## src/rtl/seg7_pkg.sv

```systemverilog
// Shared constants for the 7-segment scan decoder: glyph patterns
// (active-low, bit0=a .. bit6=g), the blank pattern and field widths.
package seg7_pkg;

  localparam int unsigned SEG_W   = 7;
  localparam int unsigned NIB_W   = 4;
  localparam int unsigned DWELL_W = 4;

  localparam logic [SEG_W-1:0] GLYPH_0     = 7'h40;
  localparam logic [SEG_W-1:0] GLYPH_1     = 7'h79;
  localparam logic [SEG_W-1:0] GLYPH_2     = 7'h24;
  localparam logic [SEG_W-1:0] GLYPH_3     = 7'h30;
  localparam logic [SEG_W-1:0] GLYPH_4     = 7'h19;
  localparam logic [SEG_W-1:0] GLYPH_5     = 7'h12;
  localparam logic [SEG_W-1:0] GLYPH_6     = 7'h02;
  localparam logic [SEG_W-1:0] GLYPH_7     = 7'h78;
  localparam logic [SEG_W-1:0] GLYPH_8     = 7'h00;
  localparam logic [SEG_W-1:0] GLYPH_9     = 7'h10;
  localparam logic [SEG_W-1:0] GLYPH_A     = 7'h08;
  localparam logic [SEG_W-1:0] GLYPH_B     = 7'h03;
  localparam logic [SEG_W-1:0] GLYPH_C     = 7'h46;
  localparam logic [SEG_W-1:0] GLYPH_D     = 7'h21;
  localparam logic [SEG_W-1:0] GLYPH_E     = 7'h06;
  localparam logic [SEG_W-1:0] GLYPH_F     = 7'h0E;
  localparam logic [SEG_W-1:0] GLYPH_BLANK = 7'h7F;

endpackage

```

## src/rtl/seg7_to_nibble.sv

```systemverilog
// Combinational glyph decoder.
//   seg    : active-low segment pattern
//   nibble : hex value of a legal glyph (0 otherwise)
//   legal  : seg is one of the 16 hex glyphs
//   blank  : seg is the all-off pattern
module seg7_to_nibble
  import seg7_pkg::*;
(
  input  logic [SEG_W-1:0] seg,
  output logic [NIB_W-1:0] nibble,
  output logic             legal,
  output logic             blank
);

  always_comb begin
    nibble = '0;
    legal  = 1'b1;
    blank  = 1'b0;
    case (seg)
      GLYPH_0:     nibble = NIB_W'(4'h0);
      GLYPH_1:     nibble = NIB_W'(4'h1);
      GLYPH_2:     nibble = NIB_W'(4'h2);
      GLYPH_3:     nibble = NIB_W'(4'h3);
      GLYPH_4:     nibble = NIB_W'(4'h4);
      GLYPH_5:     nibble = NIB_W'(4'h5);
      GLYPH_6:     nibble = NIB_W'(4'h6);
      GLYPH_7:     nibble = NIB_W'(4'h7);
      GLYPH_8:     nibble = NIB_W'(4'h8);
      GLYPH_9:     nibble = NIB_W'(4'h9);
      GLYPH_A:     nibble = NIB_W'(4'hA);
      GLYPH_B:     nibble = NIB_W'(4'hB);
      GLYPH_C:     nibble = NIB_W'(4'hC);
      GLYPH_D:     nibble = NIB_W'(4'hD);
      GLYPH_E:     nibble = NIB_W'(4'hE);
      GLYPH_F:     nibble = NIB_W'(4'hF);
      GLYPH_BLANK: begin
        legal = 1'b0;
        blank = 1'b1;
      end
      default:     legal = 1'b0;
    endcase
  end

endmodule

```

## src/rtl/seg7_scan_decoder.sv

```systemverilog
// Recovers hex digits from a multiplexed 7-segment display bus.
//   clock, resetn : clock, async active-low reset
//   seg_in        : active-low segment lines
//   dig_sel       : active-high digit enables (one-hot when lit)
//   err_clr       : synchronous clear of err_pattern
//   value         : decoded nibble per digit, digit i at [4i+3:4i]
//   digit_ok      : digit i last captured a legal glyph
//   frame_valid   : one-cycle pulse when every digit has been captured
//   err_pattern   : sticky illegal-glyph flag
module seg7_scan_decoder
  import seg7_pkg::*;
#(
  parameter int unsigned NDIG   = 8,
  parameter int unsigned STABLE = 3
) (
  input  logic                  clock,
  input  logic                  resetn,
  input  logic [SEG_W-1:0]      seg_in,
  input  logic [NDIG-1:0]       dig_sel,
  input  logic                  err_clr,
  output logic [4*NDIG-1:0]     value,
  output logic [NDIG-1:0]       digit_ok,
  output logic                  frame_valid,
  output logic                  err_pattern
);

  localparam int unsigned IDX_W = (NDIG > 1) ? $clog2(NDIG) : 1;

  logic [SEG_W-1:0]   seg_q;
  logic [NDIG-1:0]    sel_q;
  logic [DWELL_W-1:0] cnt_q, cnt_n;
  logic [NDIG-1:0]    mask_q, mask_n, mask_hit;
  logic [4*NDIG-1:0]  value_n;
  logic [NDIG-1:0]    ok_n;
  logic               fv_n, err_n;
  logic               one_hot, same, capture;
  logic [IDX_W-1:0]   idx;
  logic [NIB_W-1:0]   nibble;
  logic               legal, blank;

  seg7_to_nibble u_dec (
    .seg    (seg_in),
    .nibble (nibble),
    .legal  (legal),
    .blank  (blank)
  );

  // Lit-sample detection and OR-based index encoder (valid only when one-hot).
  always_comb begin
    one_hot = (dig_sel != '0) && ((dig_sel & (dig_sel - NDIG'(1))) == '0);
    same    = (seg_in == seg_q) && (dig_sel == sel_q);
    idx     = '0;
    for (int unsigned i = 0; i < NDIG; i++) begin
      if (dig_sel[i]) idx = idx | IDX_W'(i);
    end
  end

  // Dwell counter; capture fires only on the edge the count first reaches STABLE.
  always_comb begin
    cnt_n   = '0;
    capture = 1'b0;
    if (one_hot) begin
      if (same) begin
        if (cnt_q != DWELL_W'(STABLE)) begin
          cnt_n   = cnt_q + DWELL_W'(1);
          capture = (cnt_n == DWELL_W'(STABLE));
        end else begin
          cnt_n = cnt_q;
        end
      end else begin
        cnt_n   = DWELL_W'(1);
        capture = (DWELL_W'(STABLE) == DWELL_W'(1));
      end
    end
  end

  // Capture effects on digit fields, mask and error flag; a set beats err_clr.
  always_comb begin
    value_n  = value;
    ok_n     = digit_ok;
    mask_n   = mask_q;
    mask_hit = mask_q;
    fv_n     = 1'b0;
    err_n    = err_pattern;
    if (err_clr) err_n = 1'b0;
    if (capture) begin
      if (legal) begin
        value_n[{idx, 2'b00} +: 4] = nibble;
        ok_n[idx]                  = 1'b1;
      end else begin
        ok_n[idx] = 1'b0;
        if (!blank) err_n = 1'b1;
      end
      mask_hit = mask_q | (NDIG'(1) << idx);
      if (mask_hit == '1) begin
        fv_n   = 1'b1;
        mask_n = '0;
      end else begin
        mask_n = mask_hit;
      end
    end
  end

  always_ff @(posedge clock or negedge resetn) begin
    if (!resetn) begin
      seg_q       <= '0;
      sel_q       <= '0;
      cnt_q       <= '0;
      mask_q      <= '0;
      value       <= '0;
      digit_ok    <= '0;
      frame_valid <= 1'b0;
      err_pattern <= 1'b0;
    end else begin
      seg_q       <= seg_in;
      sel_q       <= dig_sel;
      cnt_q       <= cnt_n;
      mask_q      <= mask_n;
      value       <= value_n;
      digit_ok    <= ok_n;
      frame_valid <= fv_n;
      err_pattern <= err_n;
    end
  end

endmodule
```

## config.mk

```make
export PLATFORM = sky130hd
export DESIGN_NAME = seg7_scan_decoder
export DESIGN_NICKNAME = d
export VERILOG_FILES = /design/src/rtl/seg7_pkg.sv /design/src/rtl/seg7_to_nibble.sv /design/src/rtl/seg7_scan_decoder.sv
export SDC_FILE = /design/constraint.sdc
export NUM_CORES = 1
export LEC_CHECK = 0
export CAP_MARGIN = 40
export CORE_MARGIN = 3
export CORE_UTILIZATION = 54
export DETAILED_ROUTE_END_ITERATION = 12
export PLACE_DENSITY = 0.8
export SKIP_LAST_GASP = 1
export SYNTH_ARGS = -nofsm -noshare
export SYNTH_HDL_FRONTEND = slang
export SYNTH_HIERARCHICAL = 1
export SYNTH_SLANG_ARGS = --single-unit
```

## constraint.sdc

```tcl
create_clock -name clock -period 3.5 [get_ports clock]
set_clock_uncertainty 0.2 [all_clocks]
set_input_delay 0.35 -clock clock [delete_from_list [all_inputs] [get_ports clock]]
set_output_delay 0.35 -clock clock [all_outputs]
set_load 0.05 [all_outputs]
```

Yosys cells after proc, flatten, opt, wreduce, memory -nomap -nowiden

Cells that the tools add are included.

Add/subtract/negate cells: 3
Order comparisons: 2
Eq/ne operators: 22
Shift-type cells: 3
Muxes and demuxes: 27
Bitwise logic cells: 5
Reductions and logical operators: 8

Operators by type and width:

| kind                   | number |
|---|---|
| $pmux 4 s15            | 1 |
| $eq 7x7->1 const B     | 5 |
| $bwmux 32              | 1 |
| $shift 4x7->32 const A | 1 |
| $shiftx 4x7->32        | 1 |
| $eq 7x5->1 const B     | 3 |
| $eq 7x6->1 const B     | 3 |
| $and 8x8->8            | 2 |
| $mux 8                 | 2 |
| $or 8x8->8             | 2 |
| $reduce_or 16->1       | 1 |
| $eq 7x2->1 const B     | 2 |
| $eq 7x4->1 const B     | 2 |
| $mux 1                 | 13 |
| $mux 3                 | 4 |
| $mux 4                 | 3 |
| $eq 8x8->1             | 1 |
| $eq 8x8->1 const B     | 1 |
| $logic_not 8->1        | 1 |
| $not 8->8              | 1 |
| $reduce_bool 8->1      | 1 |
| $shl 1x3->8 const A    | 1 |
| $sub 8x1->8 const B    | 1 |
| $eq 7x3->1 const B     | 1 |
| other kinds (13)       | 16 |

Bits in registers: 69
Input port bits: 18
Logic and storage cells: 78

Depth between registers and ports, before layout

Gate-level depths: netlist (run 1).

Word-level depth: 14
Mapped depth: 11
Mapped depth without buffers: 9

Cells and area by module

Netlist (run 1), hierarchy kept.

By module, submodules not included:

| module            | instances | cells an instance | area each (um^2) |
|---|---|---|---|
| seg7_scan_decoder | 1         | 282               | 3397.0 |
| seg7_to_nibble    | 1         | 59                | 381.6 |

Worst setup path after synthesis (run 1)

No wires, ideal clock.

Kind: input to register
From: in dig_sel[3]
To: reg value[24]
Data arrival time: 2613 ps
Setup slack: 562 ps
Stages: 11
Buffers on the path: 2
Path through: buf_6 > or4_1 > buf_2 > inv_1 > ha_1 > ha_1 > nand2_1 > or3_1 > nor4b_2 > nand4_2 > mux2_2

Longest elaborated chain between the ends: 8
Elaborated cells on any way between the ends: 19

Ends and longest elaborated chain:

| item                                              | line                     | RTL |
|---|---|---|
| start, declared                                   | seg7_scan_decoder.sv:19  | `input logic [NDIG-1:0] dig_sel,` |
| $mux 2                                            | seg7_scan_decoder.sv:54  | `if (dig_sel[i]) idx = idx \| IDX_W'(i);` |
| $mux 3 (4 in series)                              | seg7_scan_decoder.sv:54  |  |
| $neg 5->7                                         | seg7_scan_decoder.sv:88  | `value_n[{idx, 2'b00} +: 4] = nibble;` |
| $shiftx 4x7->32 or $shift 4x7->32 (tied branches) | seg7_scan_decoder.sv:88  |  |
| $bwmux 32                                         | seg7_scan_decoder.sv:88  |  |
| end signal, assigned                              | seg7_scan_decoder.sv:119 | `value <= value_n;` |
| end, declared                                     | seg7_scan_decoder.sv:21  | `output logic [4*NDIG-1:0] value,` |

Several ways; a longest one is shown, not always the timed one.
A chain may end at the register's enable or synchronous reset.

Worst setup path in the final report (run 1)

From: in dig_sel[6]
To: reg value[27]

Longest elaborated chain between the ends: 6
Elaborated cells on any way between the ends: 16

Ends and longest elaborated chain:

| item                              | line                    | RTL |
|---|---|---|
| $sub 8x1->8                       | seg7_scan_decoder.sv:50 | `one_hot = (dig_sel != '0) && ((dig_sel & (dig_sel - NDIG'(1))) == '0);` |
| $and 8x8->8                       | seg7_scan_decoder.sv:50 |  |
| $logic_not 8->1                   | seg7_scan_decoder.sv:50 |  |
| $logic_and 1x1->1                 | seg7_scan_decoder.sv:50 |  |
| $mux 1                            | seg7_scan_decoder.sv:62 | `if (one_hot) begin` |
| $reduce_and 2->1 (no source line) | n/a                     |  |

Several ways; a longest one is shown, not always the timed one.

==> metrics.yaml, run 1 <==
async_flop_share_pct: 100
drc_errors: 0
die_w_um: 89.7
yosys-top-cells-area: "dfrtp_1, mux2_2, xnor2_1"
rsz0062_at_grt: "no"
insertion_delay_ns: 0.34
status: "finished clean"
p_per_area_mw_per_mm2: 331
critical_path_arrival_ns: 3.15
drtAntennaViolNets: 0
synthMostInstantiatedCell: "dfrtp_1"
gp_routability_congestion: 0.835
startpoint: "dig_sel[6]"
yosysWarnings: 6
io_pins: 60
min-delay-path-class: "input pin to async pin"
htreeDepth: 3
placed_cells: 502
die_y_um: 89.7
setup_viol: 0
synth_top_area_share_pct: 45.7
avgSynthCellArea_sq_um: 11.1
overflow: 0
layout.cells.non_filler: 519
drt_iter0_drc: 226
place_ws_ns: 0.0280
ys_types: 61
cp_slowest_stage_delay_ns: 0.57
critPathMostFrequentCell: "ha_1"
diodes: 0
track_usage_pct: 24.2
fin_util_pct: 73.4
worst_ep_required_time_ns: 3.54
initial_core_util_pct: 57.5
fmax_mhz: 322
tightestPinTransition_ns: 0.587
worstPathCellList: "clkdlybuf4s50_1, or4_1, inv_1, ha_1, ha_1, nand2_1, or3_1, nor4b_2, nand4_2, mux2_2"
yosysSeqAreaShare_pct: 45.7
synth_edf_count: 0
coreArea_sq_mm: 0.00657
rrSetupSlack_ns: 0.99
synth_top_cell_by_area: "dfrtp_1"
critPathKind: "input pin to flip-flop"
portBuffers: 59
setup_ws_ns: 0.391
clkTransAtPathRegs_ns: 0.09
slowest_stage: "or4_1"
rows: 29
vias: 3007
area_delta_synth_final_pct: 27.5
max-vdd-ir-drop_mv: 0.307
fin_crit_ns: 3.11
grt_pass1_wl_mm: 14.9
synthCells: 341
hold_viol: 0
hold_slack_ns: 0.257
grt_max_degree: 58
dp_hpwl_mm: 6.46
drv_slew: 0
routedWlPerCell_um: 17.1
drive_gt1_share_pct: 24.6
dieArea_sq_mm: 0.00804
cts_tree: "done"
endpoint_kind: "flip-flop"
synth_nets: 367
clk_path_buf_depth: 2
cap_violations: 0
static-leakage-power_nw: 2.12
antenna_found_initial: 0
postCtsSetupRepairBufs: 0
critical_path.top_delay_family: "simple AND/OR/NAND/NOR gates"
fill_cells: 456
routed_wl_mm: 8.88
slew_headroom_pct: 60.9
grt_pass1_vias: 3007
timing.setup.tns_ns: 0
regToRegStartpoint: "cnt_q[0]$_DFFE_PN0P_"
finalCritPeriodShare_pct: 88.8
worst-path-max-fanout: 6
critical_path_buf_inv_count: 2
dr.pass1.iters: 4
final_nets: 447
syn_area_sq_mm: 0.00378
cts_root_buffer: "clkbuf_8"
synthFlopType: "dfrtp_1"
ys_seq_elements: 69
start_kind: "input pin"
yosys-top-cells-count: "dfrtp_1, mux2_2, nand4_1, nor2_1, xnor2_1"
viasPerCell: 5.79
cts_buffers: 9
cts.sinks: 69
what timing repair did:
action                                 4_1_cts  5_1_grt
hold buffers                                 1        0
endpoints found under the hold margin       12        0
gates resized for setup                      0        0
setup endpoints to repair                    0        0
where the power goes:
group / switching (mW) / internal (mW)
logic: 0.0897 / 0.0709
registers: 0.00435 / 0.805
clock network: 0.350 / 0.273
total: 0.444 / 1.15
per-stage QoR:
stage / total power [mW] / area (sq um)
2_1_floorplan: 0.906 / 3780
3_3_place_gp: 0.980 / 4590
3_5_place_dp: 0.986 / 4620
4_1_cts: 1.61 / 4820
5_1_grt: 1.66 / 4820
6_report: 1.59 / 4820
cell families after synthesis:
kind of cell             Yosys count  share of synthesized area, %
AND/OR/NAND/NOR                  120                          20.4
buffers and inverters             32                          4.27
AO/OA/AOI/OAI                     51                          10.1
flip-flops                        69                          45.7
XOR/XNOR                          19                          4.40
multiplexers                      41                          12.2
adder cells (fa/ha/maj)            9                          2.91
worst register-to-register path, cell delays in order, from the launching register on:
cell and delay [ns]:
dfrtp_1 0.46, ha_1 0.27, or3_1 0.41, nand2_1 0.36
nand4_1 0.34, mux2_2 0.37
area by class of cell:
class / instances / area [sq um] / area share, %
clock buffers: 9 / 124 / 2.57
clock inverters: 7 / 62.6 / 1.30
inverters: 10 / 37.5 / 0.779
multi-input cells: 240 / 1890 / 39.2
flip-flops and latches: 69 / 1730 / 35.8
well taps: 93 / 116 / 2.41
repair buffers: 91 / 861 / 17.9
worst paths after layout:
kind	to	depth (start not counted)
max	value[27]$_DFFE_PN0P_	10
max in group asynchronous	value[14]$_DFFE_PN0P_	4
min reg2reg	value[16]$_DFFE_PN0P_	1
min	sel_q[1]$_DFF_PN0_	3
min in group clock	value[16]$_DFFE_PN0P_	1
max reg2reg	value[2]$_DFFE_PN0P_	5
layer usage:
layer	GRT usage, %	routed length (um)	vias up
met4	5.82	115	0
met3	6.93	570	12
met5	0	0	-
li1	-	-	1414
met1	32.7	3850	1487
met2	38.9	4350	94
cells in the final DEF, fill, tap and decap left out, drive strengths merged, types with 6 or more instances in the layout:
cell and n:
a21oi 14, a22oi 6, buf 32, clkbuf 9, clkdlybuf4s50 58, dfrtp 69
ha 8, inv 15, mux2 41, nand2 10, nand3 13, nand4 26
nor2 20, nor3 7, o21ai 8, xnor2 17
(Power assumes the default switching activity.)
==> run 2: changes to the inputs <==
- clock period: 3.5 -> 3 ns (I/O delays scaled with it)
==> run 2 against run 1 <==
- clock power is 16% higher
- wire length is 12% higher
- non-clock buffer count is 34 higher
- global-route usage is 2.2 points higher
- sequential power is 17% higher
- cell count is 6.6% higher
- via count is 4.4% higher
- utilization is 5.2 points higher
- count of clock-buffer cells in the layout stayed put
- total power is 18% higher
- cell area is 7.1% higher
==> metrics.yaml, run 2 (same netlist as run 1, synthesis figures left out) <==
overflow: 0
worst_r2r_endpoint: "value[2]$_DFFE_PN0P_"
die_w_um: 89.7
final_area_sq_mm: 0.00516
critical_path.top_delay_family: "simple AND/OR/NAND/NOR gates"
ff_latch_area_sq_mm: 0.00173
hold_viol: 0
static-leakage-power_nw: 2.36
diodes: 0
cap_violations: 0
min-delay-path-class: "input pin to flip-flop"
gp_routability_congestion: 0.909
dieArea_sq_mm: 0.00804
setup_viol: 0
final_common_cell: "dfrtp_1"
slew_headroom_pct: 51.6
drive_gt1_share_pct: 32.2
antenna_found_initial: 0
slowest_stage: "or4_1"
dr.pass1.iters: 4
fin_util_pct: 78.6
p_per_area_mw_per_mm2: 365
setup_ws_ns: 0.0913
grt_pass1_vias: 3239
area_delta_synth_final_pct: 36.6
regToRegStartpoint: "cnt_q[0]$_DFFE_PN0P_"
status: "finished clean"
worst-path-max-fanout: 4
placed_cells: 533
die_y_um: 89.7
p_total_mw: 1.89
drv_slew: 0
grt_max_degree: 40
cts_tree: "done"
clkTransAtPathRegs_ns: 0.08
insertion_delay_ns: 0.36
dp_hpwl_mm: 7.10
cts.sinks: 69
drt_iter0_drc: 216
worst_ep_required_time_ns: 3.04
critPathKind: "input pin to flip-flop"
clk_path_buf_depth: 2
io_pins: 60
hold_depth: 2
vias: 3138
viasPerCell: 5.67
coreArea_sq_mm: 0.00657
rrSetupSlack_ns: 0.45
critical_path_buf_inv_count: 1
fill_cells: 412
multi_input_area_sq_mm: 0.00196
drtAntennaViolNets: 0
layout.cells.non_filler: 553
tightestPinTransition_ns: 0.725
min_from: "dig_sel[2]"
portBuffers: 59
htreeDepth: 3
track_usage_pct: 26.4
cp_slowest_stage_delay_ns: 0.62
routed_wl_mm: 9.91
place_ws_ns: -0.365
start_kind: "input pin"
reg2reg_depth: 5
worstPathCellList: "clkdlybuf4s50_1, or4_1, ha_4, nand2_1, or3_1, nor4b_2, nand4_2, mux2_4"
final_cell_mix: "dfrtp_1, buf_4, clkdlybuf4s50_1"
rows: 29
cts_root_buffer: "clkbuf_8"
fmax_mhz: 344
drc_errors: 0
critical_path_arrival_ns: 2.95
min_to: "sel_q[2]$_DFF_PN0_"
cts_buffers: 9
initial_core_util_pct: 57.5
fin_crit_ns: 2.91
placed_area_sq_mm: 0.00485
timing.setup.tns_ns: 0
max-vdd-ir-drop_mv: 0.396
routedWlPerCell_um: 17.9
hold_slack_ns: 0.0833
grt_pass1_wl_mm: 16.0
endpoint_kind: "flip-flop"
final_nets: 481
finalCritPeriodShare_pct: 97.0
[run 2: changes by cell type in the layout (fill, tap and decap cells not counted), sizes merged]
| cell | change |
|---|---|
| inv | -1 |
| dlygate4sd3 | +1 |
| clkdlybuf4s50 | -8 |
| buf | +33 |
| clkinv | +1 |
| dlymetal6s2s | +8 |
[run 2: worst max path at each step]
| stage | cells after the start | end | slack [ns] | from |
|---|---|---|---|---|
| after floorplan | 11 | value[24]$_DFFE_PN0P_ | 0.11 | dig_sel[3] |
| after global routing | 10 | value[25]$_DFFE_PN0P_ | -0.003 | dig_sel[3] |
| after global placement | 11 | value[27]$_DFFE_PN0P_ | -0.32 | seg_in[0] |
| after detailed placement | 10 | value[25]$_DFFE_PN0P_ | -0.36 | dig_sel[6] |
| final | 8 | value[25]$_DFFE_PN0P_ | 0.09 | dig_sel[4] |
| after CTS | 11 | value[25]$_DFFE_PN0P_ | 0.02 | seg_in[0] |
[run 2: worst register-to-register path: stages (launching register included)]
cell and delay (ns):
dfrtp_1 0.46, ha_1 0.28, or3_1 0.39, nand2_1 0.37, nand4_1 0.36, mux2_2 0.37
[run 2: what timing repair did]
item,4_1_cts,5_1_grt
gates resized for setup,1,22
pin swaps,0,4
endpoints found under the hold margin,30,1
setup buffers,0,2
hold buffers,1,1
endpoints found under the setup margin,1,27
[run 2: metal layers]
| layer | GRT usage (%) | routed length, um | up-vias |
|---|---|---|---|
| met1 | 34.6 | 4320 | 1540 |
| met4 | 8.66 | 207 | 0 |
| met5 | 0 | 0 | - |
| li1 | - | - | 1495 |
| met2 | 42.4 | 4780 | 86 |
| met3 | 7.76 | 602 | 17 |
[run 2: where the power goes]
part / switching, mW / internal, mW / leakage, nW / total, mW
combinational: 0.116 / 0.103 / 1.35 / 0.220
sequential: 0.00507 / 0.940 / 0.914 / 0.945
clock: 0.404 / 0.317 / 0.0927 / 0.721
total: 0.526 / 1.36 / 2.36 / 1.89
[run 2: cell type report]
type,instances,area share (%)
clock buffer,9,2.40
multi-input combinational,240,38.0
clock inverter,7,1.21
sequential,69,33.5
timing repair buffer,125,21.9
inverter,10,0.776
tap,93,2.25
==> run 3: changes to the inputs <==
- CORE_MARGIN: 3 -> 2
==> run 3 against run 2 <==
- sequential power about the same
- global-route usage up 0.33 points
- maximum frequency down 1.9%
- clock power up 17%
- largest cell class unchanged
==> metrics.yaml, run 3 (same netlist as run 1, synthesis figures left out) <==
p_per_area_mw_per_mm2: 386
worstPathCellList: "clkdlybuf4s50_1, buf_4, or3b_2, o22ai_1, or3_4, nand2_1, or3_4, nor4b_4, nand4_2, mux2_4"
fmax_mhz: 337
die_y_um: 87.7
timing.setup.tns_ns: 0
fill_cells: 404
finalCritPeriodShare_pct: 98.8
gp_routability_congestion: 0.864
routed_wl_mm: 10.1
drtAntennaViolNets: 0
fin_util_pct: 76.7
status: "finished clean"
static-leakage-power_nw: 2.37
die_w_um: 87.7
coreArea_sq_mm: 0.00679
drive_gt1_share_pct: 32.8
critPathKind: "input pin to flip-flop"
grt_pass1_wl_mm: 15.8
routedWlPerCell_um: 18.1
p_sw_share_pct: 24.7
pwr-share-comb_pct: 10.9
slowest_stage: "or3b_2"
grt_pass1_vias: 3193
viasPerCell: 5.90
track_usage_pct: 26.8
diodes: 0
vias: 3286
antenna_found_initial: 0
initial_core_util_pct: 55.6
final_common_cell: "dfrtp_1"
cap_violations: 0
grt_max_degree: 70
critical_path_arrival_ns: 3.01
cp_slowest_stage_delay_ns: 0.48
critPathMostFrequentCell: "or3_4"
overflow: 0
dr.pass1.iters: 5
setup_viol: 0
endpoint_kind: "flip-flop"
cts.sinks: 69
min-delay-path-class: "input pin to flip-flop"
final_nets: 482
critical_path_buf_inv_count: 2
final_cell_mix: "dfrtp_1, buf_4, clkdlybuf4s50_1"
clkTransAtPathRegs_ns: 0.07
tightestPinTransition_ns: 0.864
cts_root_buffer: "clkbuf_8"
area_delta_synth_final_pct: 37.9
start_kind: "input pin"
dieArea_sq_mm: 0.00768
worst_ep_required_time_ns: 3.04
p_clk_share_pct: 42.1
cts_tree: "done"
worst-path-max-fanout: 11
io_pins: 60
drt_iter0_drc: 149
dp_hpwl_mm: 6.79
hold_viol: 0
cts_buffers: 9
htreeDepth: 3
switchingPower_uw: 498
critical_path.top_delay_family: "simple AND/OR/NAND/NOR gates"
p_int_mw: 1.51
slew_headroom_pct: 42.4
drv_slew: 0
pwr-share-seq_pct: 47.0
portBuffers: 59
fin_crit_ns: 2.96
max-vdd-ir-drop_mv: 0.321
clk_path_buf_depth: 2
drc_errors: 0
rows: 30
insertion_delay_ns: 0.35
## run 3: routing by layer
layer | vias up | part of all wire [%] | global-route usage, %
met5 | - | 0 | 0
met4 | 0 | 3.0 | 9.93
met3 | 40 | 7.4 | 8.29
met2 | 156 | 50 | 44.6
met1 | 1600 | 40 | 32.8
li1 | 1490 | - | -
## run 3: final cells by class
cell class	count	area, sq um	share of cell area, %
Tap cell	96	120	2.30
Sequential cell	69	1730	33.1
Clock buffer	9	124	2.38
Inverter	10	37.5	0.720
Clock inverter	7	98.8	1.90
Timing Repair Buffer	126	1130	21.7
Multi-Input combinational cell	240	1980	37.9
## run 3: final timing paths
kind                                      startpoint               endpoint  slack (ns)  cells past startpoint
worst min-delay path                      dig_sel[7]     sel_q[7]$_DFF_PN0_        0.07                      2
worst min register to register  value[1]$_DFFE_PN0P_   value[1]$_DFFE_PN0P_        0.31                      1
max in group asynchronous                     resetn  mask_q[1]$_DFFE_PN0N_        1.57                      3
worst max register to register  cnt_q[0]$_DFFE_PN0P_  value[19]$_DFFE_PN0P_        0.41                      5
min in group asynchronous                     resetn  mask_q[5]$_DFFE_PN0N_        0.46                      3
worst max-delay path                       seg_in[1]  value[24]$_DFFE_PN0P_        0.04                     10
## run 3: worst register-to-register path, stage by stage (launching register included)
cell	delay, ns
dfrtp_1	0.45
ha_1	0.27
or3_1	0.42
nand2_1	0.41
nand4_1	0.36
mux2_2	0.38
## run 3: repair_timing
| item | 4_1_cts | 5_1_grt |
|---|---|---|
| pin swaps | 0 | 6 |
| endpoints found under the hold margin | 69 | 0 |
| setup buffers | 0 | 3 |
| hold buffers | 1 | 0 |
| resized for setup | 1 | 22 |
| setup endpoints to repair | 4 | 33 |
## run 3: through the flow
stage	std cells	hold WS [ns]	power (mW)	setup slack [ns]	instance area [sq um]
CTS	554	0.310	2.01	0.0357	5080
finish	557	0.0724	2.01	0.0355	5210
detailed placement	537	0.293	1.17	-0.377	4850
global placement	537	0.278	1.16	-0.345	4850
floorplan	341	-0.196	1.06	0.112	3780
global route	557	0.0731	2.08	-0.0959	5210
## run 3: power groups by stage
| stage | combinational (mW) | sequential (mW) | clock (mW) |
|---|---|---|---|
| global route | 0.238 | 0.946 | 0.898 |
| global placement | 0.200 | 0.963 | 0 |
| floorplan | 0.0939 | 0.963 | 0 |
| detailed placement | 0.205 | 0.963 | 0 |
| CTS | 0.209 | 0.945 | 0.852 |
| finish | 0.219 | 0.945 | 0.846 |
==> patch 1 (flow settings as in run 1) <==
The parameter `NDIG` goes from 8 to 4.
--- a/src/rtl/seg7_scan_decoder.sv
+++ b/src/rtl/seg7_scan_decoder.sv
@@ -12,3 +12,3 @@
 #(
-  parameter int unsigned NDIG   = 8,
+  parameter int unsigned NDIG   = 4,
   parameter int unsigned STABLE = 3
Ports: changed (resized dig_sel, digit_ok and value); port bits go from 60 to 36. No check against the original RTL was run, so the function may have changed too.
==> patch 1 against run 1 <==
  * Sequential share of layout area fell by 0.60 points
  * Combinational power is 27% lower
  * Final cell count is 36% lower
  * Critical path depth down 2
  * Wire length shrank 47%
  * Design area down 40%
  * Worst hold slack improved by 0.013 ns
  * Count of clock-buffer cells in the layout decreased by 3
  * Sequential cell count is 28 lower
  * Synthesized area fell by 36%
  * Worst setup slack improved by 0.21 ns
  * Power fell by 43%
  * Largest power group unchanged
==> patch 1: results (changes against run 1) <==
* Status: complete, no violations
* GRT Util Overall at 20.09% (-4.1 points)
* Leak at 0.001253 uW (-41%)
* Placed cell area at 2819 um^2 (-39%)
* Clk Latency, worst-skew pair at 0.29 ns (-0.05 ns)
* Iteration-0 DRC Markers at 112 (-50%)
* Post-synthesis sequential area ratio at 42.62% (-3.1 points)
* H-tree lvl count at 2 (-1)
* Met2 Routed Length at 2269 um (-48%)
* Yosys cell types at 51 (-16%)
* Crit Path Max Fanout at 15 (+9)
* Slowest CP cell: clkdlybuf4s50_1
* Worst Max-Slew Pin Slew at 0.6196 ns (+0.03308 ns)
* Vias at 1852 (-38%)
* Fill cells at 333 (-27%)
* Net count after synthesis at 266 (-28%)
* Total clock buffers created by CTS at 5 (-4)
* Placed insts at 324 (-35%)
* R2r worst-path depth at 6 (+1)
* Register area at 1026 um^2 (-41%)
* Reg-to-reg slack, setup at 1.05 ns (+0.06 ns)
* # port buffers at 35 (-41%)
* Max VDD drop at 0.2007 mV (-35%)
* First-pass iteration count of the detailed router at 5 (+1)
* Wire length on met1 at 2145 um (-44%)
* RD Place Congestion at 0.8477 (+1.6%)
* Beginning of the critical path: seg_in[3]
* Vias in the first global route at 1878 (-38%)
* Met3 usage at 3.719% (-3.2 points)
* WL/cell at 14.02 um (-18%)
* Arr. time, crit path at 2.87 ns (-0.28 ns)
* First-pass GRT wire length at 8397 um (-44%)
* Layout cells sized above 1 at 8.834% (-16 points)
* Pre-CTS WS at 0.3043 ns (+0.2763 ns)
* CP Capture Point: value[2]
* Most frequent cells after synthesis: dfrtp_1, nand2_1, inv_1, mux2i_1
* Area growth, synth to finish at 20.95%
* Hpwl dp at 3654 um (-43%)
* Met3 WL at 199 um (-65%)
* Largest stage delay on the critical path at 0.64 ns (+0.07 ns)
==> patch 1: changes by cell type after synthesis, sizes merged, moves of 9 or more <==
cell   delta
dfrtp    -28
a21oi     -9
inv      +12
nand2    +13
nand4    -17
mux2     -37
mux2i    +16
==> patch 1: area by class of cell <==
type                            instances  area share, %
Inverter                               22          2.836
Clock buffer                            6          2.492
Multi-Input combinational cell        168          42.24
Clock inverter                          2         0.3438
Sequential cell                        41          35.24
Tap cell                               50          2.149
Timing Repair Buffer                   44          14.70
==> patch 1: cells by family after synthesis <==
logic type | after synthesis | share of synthesized area, %
flops | 41 | 42.62
fa+ha+maj | 10 | 5.198
xor+xnor | 15 | 5.458
buf+inv | 33 | 6.289
compound gates | 32 | 10.55
simple gates | 91 | 21.36
mux | 20 | 8.524
==> patch 1: power by group <==
group / internal (uW) / switching [uW]
combinational: 49.5 / 67.1
clock: 138 / 162
sequential: 481 / 4.23
total: 669 / 234
==> patch 2 (settings of run 1) <==
Made on the original files. Add an input register stage for `seg_in`, `dig_sel` and `err_clr`, with the module's reset; this delays them by one clock.
--- a/src/rtl/seg7_scan_decoder.sv
+++ b/src/rtl/seg7_scan_decoder.sv
@@ -28,2 +28,18 @@
 
+  logic [SEG_W-1:0] seg_r;
+  logic [NDIG-1:0] dig_sel_q;
+  logic err_clr_q;
+
+  always_ff @(posedge clock or negedge resetn) begin
+    if (!resetn) begin
+      seg_r     <= '0;
+      dig_sel_q <= '0;
+      err_clr_q <= '0;
+    end else begin
+      seg_r     <= seg_in;
+      dig_sel_q <= dig_sel;
+      err_clr_q <= err_clr;
+    end
+  end
+
   logic [SEG_W-1:0]   seg_q;
@@ -41,3 +57,3 @@
   seg7_to_nibble u_dec (
-    .seg    (seg_in),
+    .seg    (seg_r),
     .nibble (nibble),
@@ -49,7 +65,7 @@
   always_comb begin
-    one_hot = (dig_sel != '0) && ((dig_sel & (dig_sel - NDIG'(1))) == '0);
-    same    = (seg_in == seg_q) && (dig_sel == sel_q);
+    one_hot = (dig_sel_q != '0) && ((dig_sel_q & (dig_sel_q - NDIG'(1))) == '0);
+    same    = (seg_r == seg_q) && (dig_sel_q == sel_q);
     idx     = '0;
     for (int unsigned i = 0; i < NDIG; i++) begin
-      if (dig_sel[i]) idx = idx | IDX_W'(i);
+      if (dig_sel_q[i]) idx = idx | IDX_W'(i);
     end
@@ -84,3 +100,3 @@
     err_n    = err_pattern;
-    if (err_clr) err_n = 1'b0;
+    if (err_clr_q) err_n = 1'b0;
     if (capture) begin
@@ -114,4 +130,4 @@
     end else begin
-      seg_q       <= seg_in;
-      sel_q       <= dig_sel;
+      seg_q       <= seg_r;
+      sel_q       <= dig_sel_q;
       cnt_q       <= cnt_n;
Function: changed (a bounded check fails within 4 cycles, from zero or initial values and one cycle with resetn low).
==> patch 2 against run 1 <==
  * Worst setup slack worse by 0.17 ns
  * Sequential share of layout area up 5.8 points
  * Wire length down 1.3%
  * First-iteration DRC count down 5.3%
  * Design area up 6.2%
  * Power up 15%
  * Sequential power up 27%
  * Synthesized cell count up 3.2%
  * Sequential cell count up 16
  * Final cell count down 0.39%
  * Count of clock-buffer cells in the layout unchanged
  * Synthesized area up 11%
  * Critical path type is now reg2reg
  * Largest cell class is now sequential cells
  * Largest power group unchanged
==> patch 2: results (changes against run 1) <==
* Hold Path Origin: seg_in[3]
* Crit Path Class: reg2reg
* Leak at 0.002249 uW (+6.2%)
* GRT Util Overall at 20.85% (-3.4 points)
* Number of flip-flops in the largest register at 32
* Most flops, register: value
* NetSw at 450.2 uW (+1.5%)
* Synth async-reset ratio at 100.0% (unchanged)
* RD Place Congestion at 0.8737 (+4.7%)
* Arr. time, crit path at 3.31 ns (+0.16 ns)
* # port buffers at 59 (unchanged)
* Yosys cell types at 62 (+1.6%)
* Worst min path class: in2reg
* Clock Path Buffers at 2 (unchanged)
* Placed cell area at 4895 um^2 (+5.9%)
* Worst Max-Slew Pin Slew at 0.6976 ns (+0.1110 ns)
* Max VDD drop at 0.3600 mV (+17%)
* WL/cell at 16.96 um (-0.90%)
* First-pass GRT wire length at 14400 um (-3.3%)
* Most frequent cells after synthesis: dfrtp_1, mux2_2, nand4_1, nor2_1, xnor2_1
* Worst R2R Start: dig_sel_q[2]
* Clock root buffer master: clkbuf_8
* Vias/cell at 5.857 (+1.1%)
* Initial antenna violation count at 0 (unchanged)
* Setup TNS at 0 ns (unchanged)
* Crit Path Max Fanout at 7 (+1)
* Synth warnings at 6 (unchanged)
* Diode count at 0 (unchanged)
* Top cells by area, synth: dfrtp_1, mux2_2, xnor2_1, mux2_1, nand4_1
* H-tree lvl count at 3 (unchanged)
* Clk Latency, worst-skew pair at 0.34 ns (about the same)
* Total clock buffers created by CTS at 9 (unchanged)
* Final #Nets at 439 (-1.8%)
* First-pass iteration count of the detailed router at 5 (+1)
* Layout cells sized above 1 at 19.14% (-5.5 points)
* Iteration-0 DRC Markers at 214 (-5.3%)
* Post-synthesis sequential area ratio at 50.67% (+5.0 points)
* Status: complete, no violations
* Hpwl dp at 6432 um (-0.40%)
* Largest net degree at the start of global routing at 46 (-21%)
* Vias in the first global route at 2867 (-4.7%)
* Net count after synthesis at 378 (+3.0%)
## patch 2: cell types whose count changed in the layout (fill, tap and decap cells not counted), sizes merged, moves of 2 or more
cell	delta
inv	-6
nand2	-2
clkinv	+3
and2	+2
nand4	-2
a32oi	+2
buf	-20
nor2	-2
a21o	+2
dfrtp	+16
## patch 2: logic make-up after synthesis
family / after synthesis / share of synthesized area [%]
adder cells (fa/ha/maj): 9 / 2.623
AND/OR/NAND/NOR: 117 / 18.57
AO/OA/AOI/OAI: 53 / 9.896
buffers and inverters: 29 / 3.547
XOR/XNOR: 19 / 3.964
flip-flops: 85 / 50.67
multiplexers: 40 / 10.73
## patch 2: final timing paths
path | to | slack (ns) | depth (start not counted)
min in group asynchronous | frame_valid | 0.33 | 2
hold reg to reg | sel_q[6] | 0.29 | 0
setup reg to reg | value[19] | 0.22 | 8
setup / recovery | value[19] | 0.22 | 8
hold / removal | seg_r[3] | 0.24 | 1
max in group asynchronous | seg_r[0] | 2.16 | 3
## patch 2: power by group through the flow
stage	registers [uW]	clock network (uW)	logic, uW
5_1_grt	1030	752	135
3_3_place_gp	1050	0	116
6_report	1030	688	121
4_1_cts	1030	709	122
3_5_place_dp	1050	0	121
2_1_floorplan	1030	0	78.2
## patch 2: layout make-up
class	count	area [um^2]
Sequential cell	85	2128
Timing Repair Buffer	71	693.2
Fill cell	576	2293
Tap cell	99	123.9
Clock buffer	9	123.9
Inverter	8	30.03
Multi-Input combinational cell	238	1942
Clock inverter	7	73.82
## patch 2: worst max-delay path, stage by stage (launching register included)
cell and delay [ns]:
dfrtp_1 0.45, or4_1 0.66, inv_1 0.16, ha_1 0.18, ha_1 0.29, or3_1 0.40, nor4b_1 0.24, nand4_1 0.24
mux2_2 0.35
## patch 2: repair_timing
item | 4_1_cts | 5_1_grt
hold buffers | 1 | 0
setup endpoints to repair | 0 | 4
buffers inserted | 0 | 0
gates resized for setup | 0 | 3
endpoints found under the hold margin | 40 | 0
## patch 2: metal layers
layer  up-vias  part of all wire [%]  global-route usage (%)
li1       1427                     -                       -
met1      1510                    45                   29.30
met2        83                    49                   33.16
met3         8                   4.8                   5.288
met4         0                  0.81                   3.610
met5         -                     0                       0
## patch 2: metrics by stage
stage               setup slack, ns  util (%)  instances
global placement             0.3403     65.80        499
floorplan                    0.4100         -        352
global route                0.05813     69.04        517
CTS                          0.2135     68.87        517
detailed placement           0.2382     66.07        500
finish                       0.2204     69.04        517
